$ cat config.mk
export PLATFORM = sky130hd
export DESIGN_NAME = pll_lock_seq_flat
export DESIGN_NICKNAME = d
export VERILOG_FILES = /design/src/rtl/pll_lock_seq_if.sv /design/src/rtl/pll_lock_seq.sv /design/src/flat_wrapper.sv
export SDC_FILE = /design/constraint.sdc
export NUM_CORES = 1
export LEC_CHECK = 0
export CAP_MARGIN = 5
export CELL_PAD_IN_SITES_DETAIL_PLACEMENT = 0
export CELL_PAD_IN_SITES_GLOBAL_PLACEMENT = 2
export CORE_MARGIN = 2
export CORE_UTILIZATION = 41
export CTS_BUF_LIST = sky130_fd_sc_hd__clkbuf_16
export CTS_CLUSTER_DIAMETER = 150
export DETAILED_ROUTE_END_ITERATION = 8
export MAX_ROUTING_LAYER = met4
export PLACE_DENSITY = 0.89
export SLEW_MARGIN = 20
export SYNTH_ARGS = -nofsm -noshare
export SYNTH_HDL_FRONTEND = slang
export SYNTH_SLANG_ARGS = --single-unit
export TNS_END_PERCENT = 5
$ cat constraint.sdc
create_clock -name refclk -period 7.3 [get_ports refclk]
set_input_delay 1.46 -clock refclk [delete_from_list [all_inputs] [get_ports refclk]]
set_output_delay 1.46 -clock refclk [all_outputs]
set_load 0.02 [all_outputs]
$ cat src/rtl/pll_lock_seq_if.sv
// Control and status bundle between the PLL lock sequencer and its host.
// The host (master) drives the enable, restart and PFD inputs. The sequencer (slave) returns the loop controls and status.
interface pll_lock_seq_if;
    logic       enable;
    logic       restart;
    logic       up;
    logic       down;
    logic       cp_en;
    logic       cp_gain_hi;
    logic       lf_reset;
    logic       locked;
    logic [2:0] state;
    logic [7:0] relock_cnt;

    modport master (
        output enable, restart, up, down,
        input  cp_en, cp_gain_hi, lf_reset, locked, state, relock_cnt
    );

    modport slave (
        input  enable, restart, up, down,
        output cp_en, cp_gain_hi, lf_reset, locked, state, relock_cnt
    );
endinterface

$ cat src/rtl/pll_lock_seq.sv
// PLL lock-acquisition sequencer: resets the loop filter, then runs the charge pump at high gain and then at tracking gain.
// Lock is declared after enough quiet PFD windows, and lock losses and acquisition timeouts are counted.
module pll_lock_seq #(
    parameter int WIN_LEN      = 64,
    parameter int RST_CYC      = 16,
    parameter int LOCK_TOL     = 4,
    parameter int UNLOCK_TOL   = 16,
    parameter int ACQ_GOOD     = 2,
    parameter int LOCK_WINS    = 4,
    parameter int TIMEOUT_WINS = 32
) (
    input  logic           refclk,
    input  logic           rst_n,
    pll_lock_seq_if.slave  bus
);

    typedef enum logic [2:0] {
        S_IDLE    = 3'd0,
        S_LF_RST  = 3'd1,
        S_ACQUIRE = 3'd2,
        S_TRACK   = 3'd3,
        S_LOCKED  = 3'd4
    } state_t;

    localparam int WC_W     = (WIN_LEN > 1) ? $clog2(WIN_LEN) : 1;
    localparam int ACT_W    = $clog2(WIN_LEN + 1);
    localparam int GOOD_MAX = (ACQ_GOOD > LOCK_WINS) ? ACQ_GOOD : LOCK_WINS;
    localparam int GC_W     = $clog2(GOOD_MAX + 1);
    localparam int WN_W     = $clog2(TIMEOUT_WINS + 1);
    localparam int RC_W     = (RST_CYC > 1) ? $clog2(RST_CYC) : 1;
    localparam int LOCK_C   = (LOCK_TOL < WIN_LEN) ? LOCK_TOL : WIN_LEN;
    localparam int UNLOCK_C = (UNLOCK_TOL < WIN_LEN) ? UNLOCK_TOL : WIN_LEN;

    localparam logic [WC_W-1:0]  WC_LAST   = WC_W'(WIN_LEN - 1);
    localparam logic [ACT_W-1:0] ACT_MAX   = ACT_W'(WIN_LEN);
    localparam logic [ACT_W-1:0] LOCK_TH   = ACT_W'(LOCK_C);
    localparam logic [ACT_W-1:0] UNLOCK_TH = ACT_W'(UNLOCK_C);
    localparam logic [GC_W-1:0]  ACQ_LAST  = GC_W'(ACQ_GOOD - 1);
    localparam logic [GC_W-1:0]  LOCK_LAST = GC_W'(LOCK_WINS - 1);
    localparam logic [WN_W-1:0]  WIN_LAST  = WN_W'(TIMEOUT_WINS - 1);
    localparam logic [RC_W-1:0]  RC_LAST   = RC_W'(RST_CYC - 1);

    state_t            state_q, state_nx;
    logic [WC_W-1:0]   wc_q;
    logic [ACT_W-1:0]  act_q, act_sum;
    logic [GC_W-1:0]   good_q, good_nx;
    logic [WN_W-1:0]   win_q, win_nx;
    logic [RC_W-1:0]   rc_q;
    logic [7:0]        relock_q;
    logic              relock_inc;
    logic              eval, good_win, bad_win, entry;
    logic              cp_en_q, gain_q, lf_q, locked_q;
    logic              cp_en_nx, gain_nx, lf_nx, locked_nx;

    // Window activity: the evaluation cycle's own activity is folded in before comparing.
    always_comb begin
        act_sum = act_q;
        if ((bus.up | bus.down) && (act_q != ACT_MAX))
            act_sum = act_q + 1'b1;
        eval     = (wc_q == WC_LAST);
        good_win = eval && (act_sum <= LOCK_TH);
        bad_win  = eval && (act_sum > UNLOCK_TH);
    end

    always_comb begin
        state_nx   = state_q;
        good_nx    = good_q;
        win_nx     = win_q;
        relock_inc = 1'b0;
        if (!bus.enable) begin
            state_nx = S_IDLE;
            good_nx  = '0;
            win_nx   = '0;
        end else if (bus.restart) begin
            state_nx = S_LF_RST;
        end else begin
            case (state_q)
                S_IDLE:   state_nx = S_LF_RST;
                S_LF_RST: if (rc_q == RC_LAST) state_nx = S_ACQUIRE;
                S_ACQUIRE: begin
                    if (eval) begin
                        win_nx  = win_q + 1'b1;
                        good_nx = good_win ? good_q + 1'b1 : '0;
                        // Reaching TRACK takes precedence over a timeout on the same window.
                        if (good_win && (good_q == ACQ_LAST)) begin
                            state_nx = S_TRACK;
                        end else if (win_q == WIN_LAST) begin
                            state_nx   = S_LF_RST;
                            relock_inc = 1'b1;
                        end
                    end
                end
                S_TRACK: begin
                    if (eval) begin
                        good_nx = good_win ? good_q + 1'b1 : '0;
                        if (bad_win)
                            state_nx = S_ACQUIRE;
                        else if (good_win && (good_q == LOCK_LAST))
                            state_nx = S_LOCKED;
                    end
                end
                S_LOCKED: begin
                    if (bad_win) begin
                        state_nx   = S_ACQUIRE;
                        relock_inc = 1'b1;
                    end
                end
                default: state_nx = S_IDLE;
            endcase
        end

        // A restart re-enters LF_RST even when already there, so it counts as an entry.
        entry = (state_nx != state_q) || (bus.enable && bus.restart);

        cp_en_nx  = 1'b0;
        gain_nx   = 1'b0;
        lf_nx     = 1'b0;
        locked_nx = 1'b0;
        case (state_nx)
            S_LF_RST:  lf_nx = 1'b1;
            S_ACQUIRE: begin
                cp_en_nx = 1'b1;
                gain_nx  = 1'b1;
            end
            S_TRACK:   cp_en_nx = 1'b1;
            S_LOCKED: begin
                cp_en_nx  = 1'b1;
                locked_nx = 1'b1;
            end
            default: ;
        endcase
    end

    always_ff @(posedge refclk or negedge rst_n) begin
        if (!rst_n) begin
            state_q  <= S_IDLE;
            cp_en_q  <= 1'b0;
            gain_q   <= 1'b0;
            lf_q     <= 1'b0;
            locked_q <= 1'b0;
        end else begin
            state_q  <= state_nx;
            cp_en_q  <= cp_en_nx;
            gain_q   <= gain_nx;
            lf_q     <= lf_nx;
            locked_q <= locked_nx;
        end
    end

    always_ff @(posedge refclk or negedge rst_n) begin
        if (!rst_n) begin
            wc_q   <= '0;
            act_q  <= '0;
            good_q <= '0;
            win_q  <= '0;
            rc_q   <= '0;
        end else if (entry) begin
            wc_q   <= '0;
            act_q  <= '0;
            good_q <= '0;
            win_q  <= '0;
            rc_q   <= '0;
        end else begin
            wc_q   <= eval ? '0 : wc_q + 1'b1;
            act_q  <= eval ? '0 : act_sum;
            good_q <= good_nx;
            win_q  <= win_nx;
            if (state_q == S_LF_RST)
                rc_q <= rc_q + 1'b1;
        end
    end

    always_ff @(posedge refclk or negedge rst_n) begin
        if (!rst_n)
            relock_q <= 8'd0;
        else if (relock_inc && (relock_q != 8'hFF))
            relock_q <= relock_q + 8'd1;
    end

    assign bus.cp_en      = cp_en_q;
    assign bus.cp_gain_hi = gain_q;
    assign bus.lf_reset   = lf_q;
    assign bus.locked     = locked_q;
    assign bus.state      = state_q;
    assign bus.relock_cnt = relock_q;

endmodule

$ cat src/flat_wrapper.sv
// flat-port wrapper written by rule: the top's interface ports become plain ports
module pll_lock_seq_flat 
#(
    parameter int WIN_LEN      = 64,
    parameter int RST_CYC      = 16,
    parameter int LOCK_TOL     = 4,
    parameter int UNLOCK_TOL   = 16,
    parameter int ACQ_GOOD     = 2,
    parameter int LOCK_WINS    = 4,
    parameter int TIMEOUT_WINS = 32
)
  (refclk, rst_n, bus_enable, bus_restart, bus_up, bus_down, bus_cp_en, bus_cp_gain_hi, bus_lf_reset, bus_locked, bus_state, bus_relock_cnt);
  pll_lock_seq_if bus_i ();
  input  logic refclk;
  input  logic rst_n;
  input wire logic [$bits(bus_i.enable)-1:0] bus_enable;
  input wire logic [$bits(bus_i.restart)-1:0] bus_restart;
  input wire logic [$bits(bus_i.up)-1:0] bus_up;
  input wire logic [$bits(bus_i.down)-1:0] bus_down;
  output wire logic [$bits(bus_i.cp_en)-1:0] bus_cp_en;
  output wire logic [$bits(bus_i.cp_gain_hi)-1:0] bus_cp_gain_hi;
  output wire logic [$bits(bus_i.lf_reset)-1:0] bus_lf_reset;
  output wire logic [$bits(bus_i.locked)-1:0] bus_locked;
  output wire logic [$bits(bus_i.state)-1:0] bus_state;
  output wire logic [$bits(bus_i.relock_cnt)-1:0] bus_relock_cnt;
  assign bus_i.enable = bus_enable;
  assign bus_i.restart = bus_restart;
  assign bus_i.up = bus_up;
  assign bus_i.down = bus_down;
  assign bus_cp_en = bus_i.cp_en;
  assign bus_cp_gain_hi = bus_i.cp_gain_hi;
  assign bus_lf_reset = bus_i.lf_reset;
  assign bus_locked = bus_i.locked;
  assign bus_state = bus_i.state;
  assign bus_relock_cnt = bus_i.relock_cnt;
  pll_lock_seq #(.WIN_LEN(WIN_LEN), .RST_CYC(RST_CYC), .LOCK_TOL(LOCK_TOL), .UNLOCK_TOL(UNLOCK_TOL), .ACQ_GOOD(ACQ_GOOD), .LOCK_WINS(LOCK_WINS), .TIMEOUT_WINS(TIMEOUT_WINS)) u_core (.refclk(refclk), .rst_n(rst_n), .bus(bus_i));
endmodule
; Word-level counts from Yosys, hierarchy flattened
; Index checks and enable logic that the tools add are counted.
[word_totals]
output_inout_bits = 15
input_bits = 6
n_memories = 0
latch_bits = 0
regBits = 41
rom_bits = 0
mem_bits_rw = 0
[classes]
add_sub_neg = 6
n_reduce_logical = 14
bitwise_logic = 1
multipliers = 0
div_mod_pow = 0
shift = 0
n_lt_le_gt_ge = 2
muxes = 40
eq_ne = 20
[ops]
columns = operator, n
row1 = 3-bit 2-to-1 mux, 16
row2 = 6-bit 2-to-1 mux, 7
row3 = 7-bit 2-to-1 mux, 3
row4 = 3-bit by 2-bit equality test with 1-bit output (second input constant), 5
row5 = 3-bit case mux with 5 select lines, 1
row6 = 6-bit by 1-bit adder with 6-bit output (second input constant), 2
row7 = 1-bit 2-to-1 mux, 10
row8 = 3-bit by 1-bit equality test with 1-bit output (second input constant), 3
row9 = 8-bit by 1-bit adder with 8-bit output (second input constant), 1
row10 = 4-bit 2-to-1 mux, 2
row11 = 8-bit inequality test (second input constant), 1
row12 = 7-bit by 1-bit adder with 7-bit output (second input constant), 1
row13 = 7-bit by 5-bit > comparator with 1-bit output (second input constant), 1
row14 = 7-bit by 3-bit less-or-equal comparator with 1-bit output (second input constant), 1
row15 = 1-bit logical AND, 7
row16 = 7-bit inequality test (second input constant), 1
row17 = 3-bit equality test (second input constant), 2
row18 = 6-bit by 5-bit equality test with 1-bit output (second input constant), 1
row19 = 6-bit equality test (second input constant), 1
row20 = 3-bit by 1-bit inequality test with 1-bit output (second input constant), 2
row21 = 3-bit by 2-bit inequality test with 1-bit output (second input constant), 2
row22 = 3-bit AND reduction, 2
row23 = 4-bit by 1-bit adder with 4-bit output (second input constant), 1
row24 = 4-bit equality test (second input constant), 1
row25 = 9 further kinds, 9

; Longest topological paths before layout
[depth]
ltp_word = 16
mapped_depth = 11

; Worst setup path before layout
; No wires, ideal clock.
[synth_path]
kind = in2reg
startpoint = in bus_down
endpoint = reg u_core.relock_q[1], in the netlist u_core.bus.relock_cnt[1]
setup_slack_ps = 4042
stages = 7
setup_time_ps = 125
t_required_ps = 7175
t_arrival_ps = 3134
n_path_buf = 0
cell_sequence = o2111ai_1 > xnor2_1 > o2111ai_1 > a31oi_4 > nand2_1 > a21oi_1 > mux2_2
[synth_via]
elab_chain_len = 12
word_cells_on_any_way = 15
cone_classes = order compare: 2 / mux: 7 / bitwise: 1 / reduce/logical: 5
[synth_lines]
columns = item, line
row1 = "start, declared", flat_wrapper.sv:19  ; input wire logic [$bits(bus_i.down)-1:0] bus_down;
row2 = 1-bit OR (*), pll_lock_seq.sv:58  ; if ((bus.up | bus.down) && (act_q != ACT_MAX))
row3 = 1-bit logical AND (*), pll_lock_seq.sv:58
row4 = 7-bit 2-to-1 mux (*), pll_lock_seq.sv:58
row5 = 7-bit by 3-bit less-or-equal comparator with 1-bit output, pll_lock_seq.sv:61  ; good_win = eval && (act_sum <= LOCK_TH);
row6 = 1-bit logical AND, pll_lock_seq.sv:61
row7 = 1-bit logical AND, pll_lock_seq.sv:85  ; if (good_win && (good_q == ACQ_LAST)) begin
row8 = 1-bit 2-to-1 mux, pll_lock_seq.sv:85
row9 = 1-bit 2-to-1 mux, pll_lock_seq.sv:81  ; if (eval) begin
row10 = 1-bit case mux with 2 select lines (*), pll_lock_seq.sv:77  ; case (state_q)
row11 = 1-bit 2-to-1 mux (*), pll_lock_seq.sv:74  ; end else if (bus.restart) begin
row12 = 1-bit 2-to-1 mux (*), pll_lock_seq.sv:70  ; if (!bus.enable) begin
row13 = 1-bit logical AND (*), pll_lock_seq.sv:176  ; else if (relock_inc && (relock_q != 8'hFF))
row14 = "end signal, assigned", pll_lock_seq.sv:177  ; relock_q <= relock_q + 8'd1;
row15 = "end, declared", pll_lock_seq.sv:49  ; logic [7:0] relock_q;
; Mark *: on every way between the ends. The rest lies on a longest branch, timed or not.
; A chain may end at the register's enable or synchronous reset.

; Final worst setup path
[layout_path]
startpoint = in bus_down
endpoint = reg u_core.wc_q[5]
[layout_via]
elab_chain_len = 15
word_cells_on_any_way = 21
cone_classes = order compare: 2 / eq/ne: 1 / mux: 11 / bitwise: 1 / reduce/logical: 6
[layout_lines]
columns = item, line
row1 = 1-bit OR (*), pll_lock_seq.sv:58
row2 = 1-bit logical AND (*), pll_lock_seq.sv:58
row3 = 7-bit 2-to-1 mux (*), pll_lock_seq.sv:58
row4 = 7-bit by 3-bit less-or-equal comparator with 1-bit output, pll_lock_seq.sv:61
row5 = 1-bit logical AND, pll_lock_seq.sv:61
row6 = 1-bit logical AND, pll_lock_seq.sv:98  ; else if (good_win && (good_q == LOCK_LAST))
row7 = 3-bit 2-to-1 mux, pll_lock_seq.sv:98
row8 = 3-bit 2-to-1 mux, pll_lock_seq.sv:96  ; if (bad_win)
row9 = 3-bit 2-to-1 mux, pll_lock_seq.sv:94  ; if (eval) begin
row10 = 3-bit case mux with 5 select lines (*), pll_lock_seq.sv:77
row11 = 3-bit 2-to-1 mux (*), pll_lock_seq.sv:74
row12 = 3-bit 2-to-1 mux (*), pll_lock_seq.sv:70
row13 = 3-bit inequality test (*), pll_lock_seq.sv:113  ; entry = (state_nx != state_q) || (bus.enable && bus.restart);
row14 = 1-bit logical OR (*), pll_lock_seq.sv:113
row15 = 6-bit 2-to-1 mux (*), pll_lock_seq.sv:157  ; end else if (entry) begin
row16 = "end signal, assigned", pll_lock_seq.sv:164  ; wc_q <= eval ? '0 : wc_q + 1'b1;
row17 = "end, declared", pll_lock_seq.sv:44  ; logic [WC_W-1:0] wc_q;
; Marked as above.

==> run metrics <==
largest net degree at the start of global routing 42; multi-input logic area 0.001508 mm^2; Net count, final 292; cts bufs inserted 5; GR Overflow Total 0; row count 29; DRC violations left 0; Slew Limit Fails 0; Critical Path AT 4.26 ns; root buffer cell clkbuf_16; Net Sw Frac 23.22%; # setup viols final 0; dpl hpwl 3828 um; vias in the first global route 1941; drt via density 5.507; NetSw 0.0001122 W; fin crit share 56.66%; Synth Area per Inst 10.11 um^2; final hold vios 0; #FFs+latches synth 41; CP Class in -> reg; share of cells above drive strength 1 14.39%; post-CTS setup buffer count 0; die area 0.007017 mm^2; Worst-Skew Late Latency 0.28 ns; Sink Count 41; Top delay family on crit path compound AO/OA/AOI/OAI gates; Power Dens Cells 161.7 mW/mm^2; Layout area overhead 14.63%; Critical Path RT 7.42 ns; drt initial violations 73; RSZ-0062 raised after global routing false; startpoint type of the worst setup path primary input; post-layout min period 4.136 ns; Synth cell types 64; post-route setup TNS 0 ns; VDD IR max 0.0001065 V; Yosys warning count 0; metal3 WL 139 um; filler instances 587; Reg area 0.001026 mm^2; Max-Cap Viols 0; commonest cells after routing, fill and taps aside 41 x dfrtp_1, 23 x nand2_1, 19 x nor2_1, 19 x nor3_1, 19 x clkdlybuf4s50_1; WP buf/inv 1; post-route ant nets 0; commonest non-fill, non-tap cell in the layout dfrtp_1; initial antenna violation count 0; Pre-Repair DR Iteration Count 4; CP Max Fanout 26; crit-path cells clkdlybuf4s50_1 -> o2111ai_1 -> xnor2_1 -> o2111ai_1 -> a31oi_4 -> a21oi_4 -> o221ai_4 -> nor3_1; Hold WC Path Type reg -> reg; GR Util All Layers 16.98%; height of the chip 83.77 um; DRT met1 WL 2680 um; outcome completed; Net Count, Synth 273; Power Internal 0.0003712 W; ys async rst share 100.0%; Slew @ Worst Pin 0.9075 ns; cell count after synthesis 258; placed instance area 0.002848 mm^2; LEAKAGE 1.190 nW; die width 83.77 um; slew margin rel. 39.50%; clk buf depth 2; cts repair resizes 0; Comb pwr share 8.0%; PortBufs 20; top sig layer met4; Clk pwr share 43.2%; Avg WL per Cell 14.77 um; ys flop type dfrtp_1; Routed WL 5244 um; Vias 1955; ANT cells 0; CTS tree done; Seq pwr share 48.8%; Hold Buf Count CTS 0; core area 0.006241 mm^2; Reg clk slew, reported paths 0.06 ns; Synth Cell Area 0.002609 mm^2; first-pass GRT wire length 9411 um; Final Wtd Congestion 0.7859; Initial Util 41.80%; clock skew 0.002715 ns; CP Capture Type flip-flop; Slowest cell on crit path o221ai_4; Post-Layout Inst Area 0.002990 mm^2; number of synthesized flops with an enable pin 0; met2 wire len 2354 um; critical path's most frequent cell o2111ai_1; CP peak stage delay 0.70 ns; CTS H-tree depth 2; Max Clk Rate 241.8 MHz; # IOs 21; Seq/Total Area, Yosys 39.33%
## logic make-up (layout without fill, tap and decap cells)
family                   count (synthesis)  in the layout  share of synthesized area (%)
flip-flops                              41             41                          39.33
XOR/XNOR                                23             23                          7.722
adder cells (fa/ha/maj)                  9              9                          4.317
multiplexers                             5              5                          2.062
AO/OA/AOI/OAI                           44             44                          15.40
AND/OR/NAND/NOR                        122            122                          28.30
buffers and inverters                   14             34                          2.878
## registers in the layout, indices dropped and copies added, names as in the netlist
register	count
u_core.bus.locked	1
u_core.bus.relock_cnt	8
u_core.good_q	3
u_core.rc_q	4
u_core.wc_q	6
u_core.win_q	6
u_core.act_q	7
u_core.bus.lf_reset	1
u_core.bus.cp_gain_hi	1
u_core.bus.cp_en	1
u_core.bus.state	3
## final timing paths
| path | from | to | slack (ns) | cells after the start |
|---|---|---|---|---|
| max in group asynchronous | rst_n | u_core.bus.relock_cnt[7]$_DFFE_PN0P_ | 5.42 | 1 |
| min | u_core.wc_q[0]$_DFF_PN0_ | u_core.wc_q[0]$_DFF_PN0_ | 0.49 | 1 |
| max | bus_down | u_core.wc_q[5]$_DFF_PN0_ | 3.16 | 8 |
| min in group asynchronous | rst_n | u_core.act_q[0]$_DFF_PN0_ | 1.30 | 1 |
| min reg2reg | u_core.wc_q[0]$_DFF_PN0_ | u_core.wc_q[0]$_DFF_PN0_ | 0.49 | 1 |
| max reg2reg | u_core.act_q[0]$_DFF_PN0_ | u_core.wc_q[5]$_DFF_PN0_ | 4.04 | 8 |
## through the flow
step	hold slack (ns)	worst slack, ns	cells	utilization (%)	power [W]
global route	0.5095	2.936	355	47.92	0.0005034
global placement	0.4748	2.882	347	45.63	0.0002786
CTS	0.4885	3.175	355	47.92	0.0004909
floorplan	0.4492	4.042	258	-	0.0002658
finish	0.4851	3.164	355	47.92	0.0004834
detailed placement	0.4732	2.865	347	45.63	0.0002788
## Yosys cell counts (all sizes together), types with 6 or more instances
| cell type | n | area [um^2] |
|---|---|---|
| a21oi | 11 | 66.32 |
| buf | 6 | 45.04 |
| dfrtp | 41 | 1026 |
| ha | 9 | 112.6 |
| inv | 6 | 22.52 |
| nand2 | 23 | 86.33 |
| nand3 | 14 | 80.08 |
| nor2 | 20 | 82.58 |
| nor3 | 22 | 125.1 |
| nor3b | 11 | 122.6 |
| o21ai | 6 | 30.02 |
| xnor2 | 11 | 96.34 |
| xor2 | 12 | 105.1 |
## routing by layer
layer / vias to the layer above / global-route usage [%]
met3: 8 / 2.967
li1: 981 / -
met1: 941 / 23.14
met4: 0 / 5.279
met2: 25 / 25.96
met5: - / -
## power by group through the flow
stage | logic (W) | clock network [W] | registers (W)
2_1_floorplan | 0.0000281 | 0 | 0.000238
3_3_place_gp | 0.0000390 | 0 | 0.000240
3_5_place_dp | 0.0000392 | 0 | 0.000240
4_1_cts | 0.0000393 | 0.000216 | 0.000236
5_1_grt | 0.0000437 | 0.000223 | 0.000236
6_report | 0.0000389 | 0.000209 | 0.000236
## layout make-up
type                            count  area share (%)
Multi-Input combinational cell    203           50.42
Inverter                            6          0.7531
Timing Repair Buffer               20           6.527
Sequential cell                    41           34.31
Tap cell                           77           3.222
Clock buffer                        5           4.184
Clock inverter                      3          0.5858
## worst register-to-register path: stages, from the launching register on
cell and delay [ns]:
dfrtp_1 0.52, ha_1 0.37, o2111ai_1 0.22, xnor2_1 0.37, o2111ai_1 0.29, a31oi_4 0.36, a21oi_4 0.10, o221ai_4 0.71
nor3_1 0.16
Power figures use the tool's default switching activity.
